--- src/rtl/fetch_pkg.sv ---
// Shared types and constants for the instruction fetch stage.
// Holds the FSM state enum, the NOP encoding and the halfword buffer geometry.
package fetch_pkg;

    typedef enum logic [1:0] {
        IDLE,
        REQ,
        WAIT,
        HALT
    } fetch_state_e;

    localparam logic [15:0] NOP_INSTR       = 16'hffff;
    localparam int          FETCH_BUF_DEPTH = 4;

    typedef struct packed {
        logic [31:0] pc;
        logic [15:0] instr;
    } hw_entry_t;

    // True when a word fetched for a PC with bit 1 = odd still fits
    // into the buffer on top of cnt entries.
    function automatic logic fits(input logic [2:0] cnt, input logic odd);
        logic [3:0] need;
        need = odd ? 4'd1 : 4'd2;
        return ({1'b0, cnt} + need) <= 4'(FETCH_BUF_DEPTH);
    endfunction

endpackage

--- src/rtl/fetch_buffer.sv ---
// Halfword FIFO: push of 0/1/2 entries, pop of 1, flush, occupancy count.
// Ports: clk_i, rst_i, flush, push_cnt/push_a/push_b, pop, head, avail, count.
module fetch_buffer
    import fetch_pkg::*;
(
    input  logic       clk_i,
    input  logic       rst_i,
    input  logic       flush,
    input  logic [1:0] push_cnt,
    input  hw_entry_t  push_a,
    input  hw_entry_t  push_b,
    input  logic       pop,
    output hw_entry_t  head,
    output logic       avail,
    output logic [2:0] count
);

    hw_entry_t  mem [FETCH_BUF_DEPTH];
    logic [1:0] rd_ptr;
    logic [1:0] wr_ptr;

    // An empty buffer exposes the entry being pushed this cycle, so a
    // returning word can reach the output register without an extra cycle.
    assign avail = (count != 3'd0) || (push_cnt != 2'd0);
    assign head  = (count != 3'd0) ? mem[rd_ptr] : push_a;

    always_ff @(posedge clk_i) begin
        if (rst_i || flush) begin
            rd_ptr <= 2'd0;
            wr_ptr <= 2'd0;
            count  <= 3'd0;
        end else begin
            if (push_cnt != 2'd0)
                mem[wr_ptr] <= push_a;
            if (push_cnt == 2'd2)
                mem[wr_ptr + 2'd1] <= push_b;
            wr_ptr <= wr_ptr + push_cnt;
            rd_ptr <= rd_ptr + {1'b0, pop};
            count  <= count + {1'b0, push_cnt} - {2'b0, pop};
        end
    end

endmodule

--- src/rtl/fetch_stage.sv ---
// Fetch stage: word requests to imem, halfword buffer, registered output.
// Ports: clk_i/rst_i, stall/branch/halt controls, imem req/gnt/rvalid bus, instr/PC outputs.
module fetch_stage
    import fetch_pkg::*;
#(
    parameter logic [31:0] RESET_PC = 32'h0000_0000
) (
    input  logic        clk_i,
    input  logic        rst_i,
    input  logic        stall_i,
    input  logic        branch_en_i,
    input  logic [31:0] branch_target_i,
    input  logic        halt_i,
    output logic        imem_req_o,
    output logic [31:0] imem_addr_o,
    input  logic        imem_gnt_i,
    input  logic        imem_rvalid_i,
    input  logic [31:0] imem_rdata_i,
    output logic [15:0] instr_o,
    output logic        instr_en_o,
    output logic [31:0] programm_counter_o,
    output logic [31:0] next_programm_counter_o
);

    fetch_state_e state_q, state_d;
    logic [31:0]  fetch_pc_q;
    logic [31:0]  req_addr_q;
    logic [31:0]  req_pc_q;
    logic         discard_q;
    logic         orphan_q;

    logic         halting;
    logic         accept;
    logic         push_ok;
    logic         flush;
    logic         pop;
    logic         avail;
    logic [1:0]   push_cnt;
    logic [2:0]   count;
    logic [2:0]   cnt_after;
    hw_entry_t    push_a;
    hw_entry_t    push_b;
    hw_entry_t    head;

    assign halting = halt_i || (state_q == HALT);
    assign accept  = (state_q == WAIT) && imem_rvalid_i;
    assign push_ok = accept && !discard_q && !branch_en_i && !halt_i;
    assign flush   = branch_en_i || halting;
    assign pop     = avail && !stall_i && !flush;

    // A word fetched for an odd halfword PC only contributes its upper half.
    assign push_cnt     = push_ok ? (req_pc_q[1] ? 2'd1 : 2'd2) : 2'd0;
    assign push_a.pc    = req_pc_q;
    assign push_a.instr = req_pc_q[1] ? imem_rdata_i[31:16]
                                      : imem_rdata_i[15:0];
    assign push_b.pc    = req_pc_q + 32'd2;
    assign push_b.instr = imem_rdata_i[31:16];

    assign cnt_after = count + {1'b0, push_cnt} - {2'b0, pop};

    fetch_buffer u_buf (
        .clk_i    (clk_i),
        .rst_i    (rst_i),
        .flush    (flush),
        .push_cnt (push_cnt),
        .push_a   (push_a),
        .push_b   (push_b),
        .pop      (pop),
        .head     (head),
        .avail    (avail),
        .count    (count)
    );

    always_ff @(posedge clk_i) begin
        if (rst_i)
            state_q <= IDLE;
        else
            state_q <= state_d;
    end

    always_comb begin
        state_d = state_q;
        unique case (state_q)
            IDLE:
                if (!branch_en_i && !orphan_q &&
                    fits(count, fetch_pc_q[1]))
                    state_d = REQ;
            REQ:
                if (imem_gnt_i)
                    state_d = WAIT;
            WAIT:
                if (imem_rvalid_i)
                    state_d = (!branch_en_i &&
                               fits(cnt_after, fetch_pc_q[1])) ? REQ : IDLE;
            HALT:
                state_d = HALT;
            default:
                state_d = IDLE;
        endcase
        if (halt_i)
            state_d = HALT;
    end

    always_comb begin
        imem_req_o  = (state_q == REQ);
        imem_addr_o = req_addr_q;
    end

    always_ff @(posedge clk_i) begin
        if (rst_i) begin
            fetch_pc_q <= RESET_PC;
            req_addr_q <= 32'd0;
            req_pc_q   <= 32'd0;
            discard_q  <= 1'b0;
            // A granted transaction cut off by reset still returns a word;
            // hold new requests until it has gone by.
            orphan_q   <= (state_q == WAIT) ||
                          (state_q == REQ && imem_gnt_i) ||
                          (orphan_q && !imem_rvalid_i);
        end else begin
            if (imem_rvalid_i)
                orphan_q <= 1'b0;
            if (branch_en_i && !halting) begin
                fetch_pc_q <= branch_target_i & ~32'd1;
                discard_q  <= (state_q == REQ) ||
                              (state_q == WAIT && !imem_rvalid_i);
            end else begin
                if (state_q == REQ && imem_gnt_i && !discard_q)
                    fetch_pc_q <= req_addr_q + 32'd4;
                if (accept)
                    discard_q <= 1'b0;
            end
            // Address is frozen on entry to REQ so it stays stable until grant.
            if (state_d == REQ && state_q != REQ) begin
                req_addr_q <= {fetch_pc_q[31:2], 2'b00};
                req_pc_q   <= fetch_pc_q;
            end
        end
    end

    always_ff @(posedge clk_i) begin
        if (rst_i) begin
            instr_o                 <= NOP_INSTR;
            instr_en_o              <= 1'b0;
            programm_counter_o      <= 32'd0;
            next_programm_counter_o <= 32'd0;
        end else if (flush) begin
            instr_o    <= NOP_INSTR;
            instr_en_o <= 1'b0;
        end else if (!stall_i) begin
            if (avail) begin
                instr_o                 <= head.instr;
                instr_en_o              <= 1'b1;
                programm_counter_o      <= head.pc;
                next_programm_counter_o <= head.pc + 32'd2;
            end else begin
                instr_o    <= NOP_INSTR;
                instr_en_o <= 1'b0;
            end
        end
    end

endmodule

--- config.mk ---
export PLATFORM = sky130hd
export DESIGN_NAME = fetch_stage
export DESIGN_NICKNAME = d
export VERILOG_FILES = /design/src/rtl/fetch_pkg.sv /design/src/rtl/fetch_buffer.sv /design/src/rtl/fetch_stage.sv
export SDC_FILE = /design/constraint.sdc
export NUM_CORES = 1
export LEC_CHECK = 0
export CAP_MARGIN = 20
export CORE_MARGIN = 1.5
export CORE_UTILIZATION = 35
export CTS_CLUSTER_SIZE = 16
export DETAILED_ROUTE_END_ITERATION = 16
export PLACE_DENSITY = 0.66
export SETUP_SLACK_MARGIN = 0.5
export SLEW_MARGIN = 10
export SYNTH_ARGS = -nofsm -noshare
export SYNTH_HDL_FRONTEND = slang
export SYNTH_SLANG_ARGS = --single-unit
--- constraint.sdc ---
create_clock -name clk_i -period 13.7 [get_ports clk_i]
set_input_delay 4.11 -clock clk_i [delete_from_list [all_inputs] [get_ports clk_i]]
set_output_delay 4.11 -clock clk_i [all_outputs]
set_load 0.01 [all_outputs]
==> flow_summary_export.csv, run 1 <==
group,metric,value,unit
run_status,status,"finished clean",
critical_path,crit_type,"in2reg",
synthesis,async_flop_share,0,
synthesis,ys_types,67,
drt,finalWirelength,45650,um
drt,initialDrtViolationCount,994,
timing,tightest_slew,0.9915,ns
synthesis,yosys.area.top_type,"edfxtp_1",
global_route,grt.total_usage,0.1812,
finish,final_common_cell,"nor2_1",
place,hpwl,29150,um
clock_network,cts_made_buffers,40,
floorplanning,die_area,49800,um2
power,irDropWorstVdd,0.07140,mV
floorplanning,core,47750,um2
finish,area_growth,18.17,%
synthesis,synthesis.area,16960,um2
floorplanning,rows,80,
clock_network,cts_tree,"done",
floorplanning,fp.dieH,223.2,um
power,power_density,113.4,nW/um2
synthesis,postSynthCellCount,1559,
finish,drive_gt1_frac,0.1382,
synthesis,synth_ff_type,"edfxtp_1",
global_route,grt_overflow,0,
timing,fin_tns_setup,0,ns
finish,n_fill_cell,4435,
synthesis,ys_seq_area_frac,0.5128,
critical_path,crit_slowest_cell,"clkdlybuf4s50_1",
timing,max_slew_margin,0.3365,
synthesis,syn_area_per_cell,10.88,um2
timing,max_freq,110.8,MHz
floorplanning,chipWidth,223.2,um
critical_path,end_kind,"flop",
timing,finClkSkew,0.01795,ns
timing,finalCritPeriodShare,0.6589,
drt,vias_per_cell,5.341,
timing,fin_crit,9.027,ns
critical_path,path_cells,"clkdlybuf4s50_1, clkinv_1, o21ai_2, nand2b_2, buf_4, nor2_1, fa_1, fa_1, xor2_1, o21ai_0, a221oi_1, nand2b_2, buf_4, mux2i_1, nor2_1",
clock_network,post_cts_resized,0,
flow_run,drv_cap,0,
synthesis,synth_edf_count,189,
finish,final_area,20050,um2
finish,multi_input_comb_area,7303,um2
floorplanning,initial_core_util,0.3553,
synthesis,netlist.area_leader.share,0.3346,
place,placed_cell_area,18770,um2
clock_network,clkLatencyLatePin,0.55,ns
global_route,grt_pass1_wl,69390,um
finish,final-seq-area,8703,um2
place,io_buffers,179,
finish,final_nets,1683,
clock_network,postCtsSetupRepairBufs,0,
timing,slew_violations,0,
finish,layout_common_cells,"nor2_1, edfxtp_1, clkdlybuf4s50_1",
critical_path,required,14.10,ns
global_route,grt_start_max_net_pins,77,
global_route,grt_antenna_before_repair,4,
drt,ant_nets,0,
floorplanning,io_pins,185,
clock_network,cts-htree-levels,2,
clock_network,cts_hold_buf,0,
timing,rsz0062_at_grt,"no",
power,leakage,6.721,nW
drt,wl_per_cell,20.33,um
clock_network,clock_sinks,340,
worst_hold_path,hold_path_class,"reg2reg",
synthesis,synth_area_leaders,"edfxtp_1, dfxtp_1, mux4_2",
timing,final-hold-violation-count,0,
clock_network,clockBufferDepth,3,
global_route,grt_pass1_vias,11710,
place,gp_congestion,0.8184,
drt,vias,11990,
synthesis,synth_seq_cells,340,
clock_network,clk_pin_slew,0.05,ns
drt,dr.pass1.iters,5,
synthesis,yosysWarningCount,0,
clock_network,cts_root_buffer,"clkbuf_16",
critical_path,slowest_delay,0.64,ns
critical_path,cp_data_arrival_time,9.43,ns
drt,drc_errors,0,
critical_path,worstPathMaxFanout,46,
critical_path,critPathLaunchType,"input port",
timing,setup_viol_count_final,0,
[per-layer routing]
metal | vias up | share of wire | track usage
li1 | 5561 | - | -
met1 | 5960 | 0.44 | 0.2415
met2 | 385 | 0.47 | 0.2931
met3 | 81 | 0.067 | 0.03991
met4 | 4 | 0.025 | 0.05749
met5 | - | 0.00061 | 0
[sequential cells by signal, summed over array words and instances (netlist names)]
name	count
next_programm_counter_o	31
fetch_pc_q	31
u_buf.rd_ptr	2
instr_o	16
u_buf.count	3
req_pc_q	2
u_buf.wr_ptr	2
imem_addr_o	29
programm_counter_o	31
discard_q	1
state_q	2
u_buf.mem	188
orphan_q	1
instr_en_o	1
[power breakdown]
| part | internal (W) | switching (W) | total, W | leakage, nW |
|---|---|---|---|---|
| Sequential | 0.00108 | 0.0000150 | 0.00110 | 2.95 |
| Clock | 0.000614 | 0.000426 | 0.00104 | 0.620 |
| Combinational | 0.0000631 | 0.0000710 | 0.000134 | 3.15 |
| Total | 0.00176 | 0.000512 | 0.00227 | 6.72 |
[area by class of cell]
type,instances,area share
flip-flops and latches,340,0.4342
multi-input cells,1005,0.3643
repair buffers,198,0.09674
clock buffers,57,0.05617
well taps,615,0.03838
clock inverters,14,0.007365
inverters,14,0.002621
diodes,2,0.0002497
[through the flow]
step                      instances  utilization  hold slack (ns)  worst slack, ns  power [W]
after floorplan                1562            -           0.4535            5.494   0.001202
after global placement         2171       0.3928           0.4375            4.189   0.001250
after detailed placement       2172       0.3931           0.4457            4.127   0.001253
after CTS                      2243       0.4198           0.4537            4.665   0.002293
after global routing           2244       0.4198           0.4805            4.374   0.002343
final                          2245       0.4199           0.4518            4.673   0.002273
[synthesized netlist by cell type, types with 21 or more instances]
cell type and count:
nor2_1 200, a21oi_1 79, nor3_1 26, xor2_1 45
mux2_2 74, a211oi_1 39, clkbuf_1 124, mux2i_1 67
mux4_2 39, edfxtp_1 189, nand3_1 29, buf_2 26
o22ai_1 21, xnor2_1 61, dfxtp_1 151, nand2_1 166
buf_4 39
[kinds of logic (layout without fill, tap and decap cells)]
logic type                 count (synthesis)  count (layout)  synth area share
and+or+nand+nor                          514             514            0.1387
AOI/OAI and AO/OA                        179             179           0.06719
buffers and inverters                    217             283           0.06122
other                                      1               6         0.0002211
xor gates and xnor gates                 107             107           0.05613
DFF                                      340             340            0.5128
adders and majority gates                 13              13           0.01092
muxes                                    188             188            0.1528
[worst max-delay path: cells and delay by family]
family / cells / cell delay (ns)
buffers and inverters: 4 / 2.18
AOI/OAI and AO/OA: 3 / 1.07
adders and majority gates: 2 / 0.97
and+or+nand+nor: 4 / 0.64
muxes: 1 / 0.28
xor gates and xnor gates: 1 / 0.15
[worst paths after layout]
kind | to | slack [ns] | cells after the start | startpoint
worst max register to register | imem_addr_o[11] | 8.37 | 14 | u_buf.count[0]
worst min register to register | next_programm_counter_o[16] | 0.45 | 2 | next_programm_counter_o[16]
worst max-delay path | imem_addr_o[11] | 4.67 | 15 | stall_i
worst min-delay path | next_programm_counter_o[16] | 0.45 | 2 | next_programm_counter_o[16]
No activity file was read; power rests on OpenSTA's default activity.
==> run 2, diff against run 1 <==
clock period = 8.6 ns   (was 13.7 ns; I/O delays follow)
==> flow_summary_export.csv, run 2 (synthesis results as in run 1) <==
group,metric,value,unit
critical_path,path_delay_family,"buffers and inverters",
global_route,grt_pass1_wl,69990,um
place,placed_cell_area,18770,um2
critical_path,cp_data_arrival_time,7.06,ns
finish,final_common_cell,"nor2_1",
global_route,grt_overflow,0,
clock_network,post_cts_resized,0,
power,power_density,179.1,nW/um2
global_route,grt_start_max_net_pins,97,
timing,tightest_slew,1.088,ns
clock_network,cts_root_buffer,"clkbuf_16",
clock_network,postCtsSetupRepairBufs,0,
power,swShare,0.2304,
timing,max_slew_margin,0.2722,
drt,drc_errors,0,
floorplanning,io_pins,185,
drt,dr.pass1.iters,5,
place,gp_congestion,0.8026,
finish,drive_gt1_frac,0.1364,
critical_path,worstPathMaxFanout,31,
power,p_int,0.002757,W
clock_network,clockBufferDepth,3,
power,irDropWorstVdd,0.1327,mV
worst_hold_path,hold_path_class,"reg2reg",
timing,max_freq,150.1,MHz
critical_path,cp.buffers_inverters,3,
place,hpwl,29060,um
floorplanning,core,47750,um2
critical_path,crit_slowest_cell,"or4_1",
power,clkPwrFrac,0.452,
critical_path,path_cells,"clkdlybuf4s50_1, or4_1, a211oi_4, xor2_1, ha_1, inv_1, fa_1, fa_1, xor2_1, o21ai_0, a221oi_1, nand2b_2, buf_4, mux2i_1, nor2_1",
critical_path,slowest_delay,0.67,ns
finish,layout_common_cells,"nor2_1, edfxtp_1, clkdlybuf4s50_1",
drt,vias_per_cell,5.332,
clock_network,cts-htree-levels,2,
finish,area_growth,17.92,%
critical_path,rrSetupSlack,3.94,ns
timing,fin_tns_setup,0,ns
timing,final-hold-violation-count,0,
power,seqPwrFrac,0.489,
timing,finalCritPeriodShare,0.7747,
floorplanning,initial_core_util,0.3553,
timing,rsz0062_at_grt,"no",
run_status,status,"finished clean",
finish,n_fill_cell,4506,
place,io_buffers,179,
flow_run,drv_cap,0,
timing,setup_viol_count_final,0,
drt,ant_nets,0,
finish,top_register,"u_buf.mem",
power,switchingPower,0.0008254,W
clock_network,clock_sinks,340,
clock_network,clkLatencyLatePin,0.57,ns
critical_path,end_kind,"flop",
clock_network,cts_hold_buf,0,
finish,final_nets,1683,
drt,initialDrtViolationCount,927,
drt,vias,11970,
power,leakage,6.699,nW
clock_network,cts_made_buffers,39,
finish,final_area,20000,um2
finish,largest_register_ffs,188,
critical_path,crit_type,"in2reg",
critical_path,critPathLaunchType,"input port",
power,combPwrFrac,0.060,
floorplanning,fp.dieH,223.2,um
global_route,grt_pass1_vias,11760,
timing,fin_crit,6.662,ns
drt,wl_per_cell,20.28,um
timing,finClkSkew,0.02152,ns
floorplanning,die_area,49800,um2
timing,slew_violations,0,
critical_path,required,9.00,ns
floorplanning,chipWidth,223.2,um
global_route,grt_antenna_before_repair,4,
clock_network,clk_pin_slew,0.06,ns
clock_network,cts_tree,"done",
global_route,grt.total_usage,0.1819,
floorplanning,rows,80,
drt,finalWirelength,45520,um
## run 2: worst min-delay path, delay by kind of cell (launching register included)
| kind | cells | cell delay (ns) |
|---|---|---|
| simple gates | 1 | 0.05 |
| flops | 1 | 0.31 |
| compound gates | 1 | 0.05 |
## run 2: power by group through the flow
stage / registers (W) / clock network (W) / logic (W)
finish: 0.00175 / 0.00162 / 0.000213
global route: 0.00175 / 0.00172 / 0.000232
CTS: 0.00175 / 0.00165 / 0.000214
detailed placement: 0.00178 / 0 / 0.000212
global placement: 0.00178 / 0 / 0.000208
floorplan: 0.00177 / 0 / 0.000144
## run 2: area by class of cell
| class | count | area [um2] | area share |
|---|---|---|---|
| Antenna cell | 2 | 5.005 | 0.0002502 |
| Clock buffer | 54 | 1062 | 0.05310 |
| Clock inverter | 16 | 166.4 | 0.008319 |
| Inverter | 14 | 52.55 | 0.002627 |
| Multi-Input combinational cell | 1005 | 7303 | 0.3651 |
| Sequential cell | 340 | 8706 | 0.4352 |
| Tap cell | 615 | 769.5 | 0.03847 |
| Timing Repair Buffer | 199 | 1939 | 0.09695 |
## run 2: worst paths after layout
check | depth (start not counted) | start | to
max reg2reg | 15 | state_q[1] | imem_addr_o[30]
min | 2 | next_programm_counter_o[15] | next_programm_counter_o[15]
max | 15 | branch_en_i | imem_addr_o[30]
min reg2reg | 2 | next_programm_counter_o[15] | next_programm_counter_o[15]
## run 2: metal layers
metal / track usage / vias to the layer above / part of all wire
met4: 0.06013 / 4 / 0.027
met3: 0.03740 / 87 / 0.066
met1: 0.2432 / 5913 / 0.44
met2: 0.2944 / 397 / 0.46
met5: 0 / - / 0.00053
li1: - / 5569 / -
## run 2: metrics by stage
stage               setup WS [ns]  cells  power, W  utilization  hold slack (ns)
floorplan                   1.924   1562  0.001915            -           0.4535
global placement            1.473   2173  0.001991       0.3931           0.4388
detailed placement          1.367   2173  0.001997       0.3931           0.4478
CTS                         1.936   2243  0.003616       0.4189           0.4539
global route                1.676   2244  0.003700       0.4189           0.4723
finish                      1.938   2245  0.003582       0.4190           0.4526
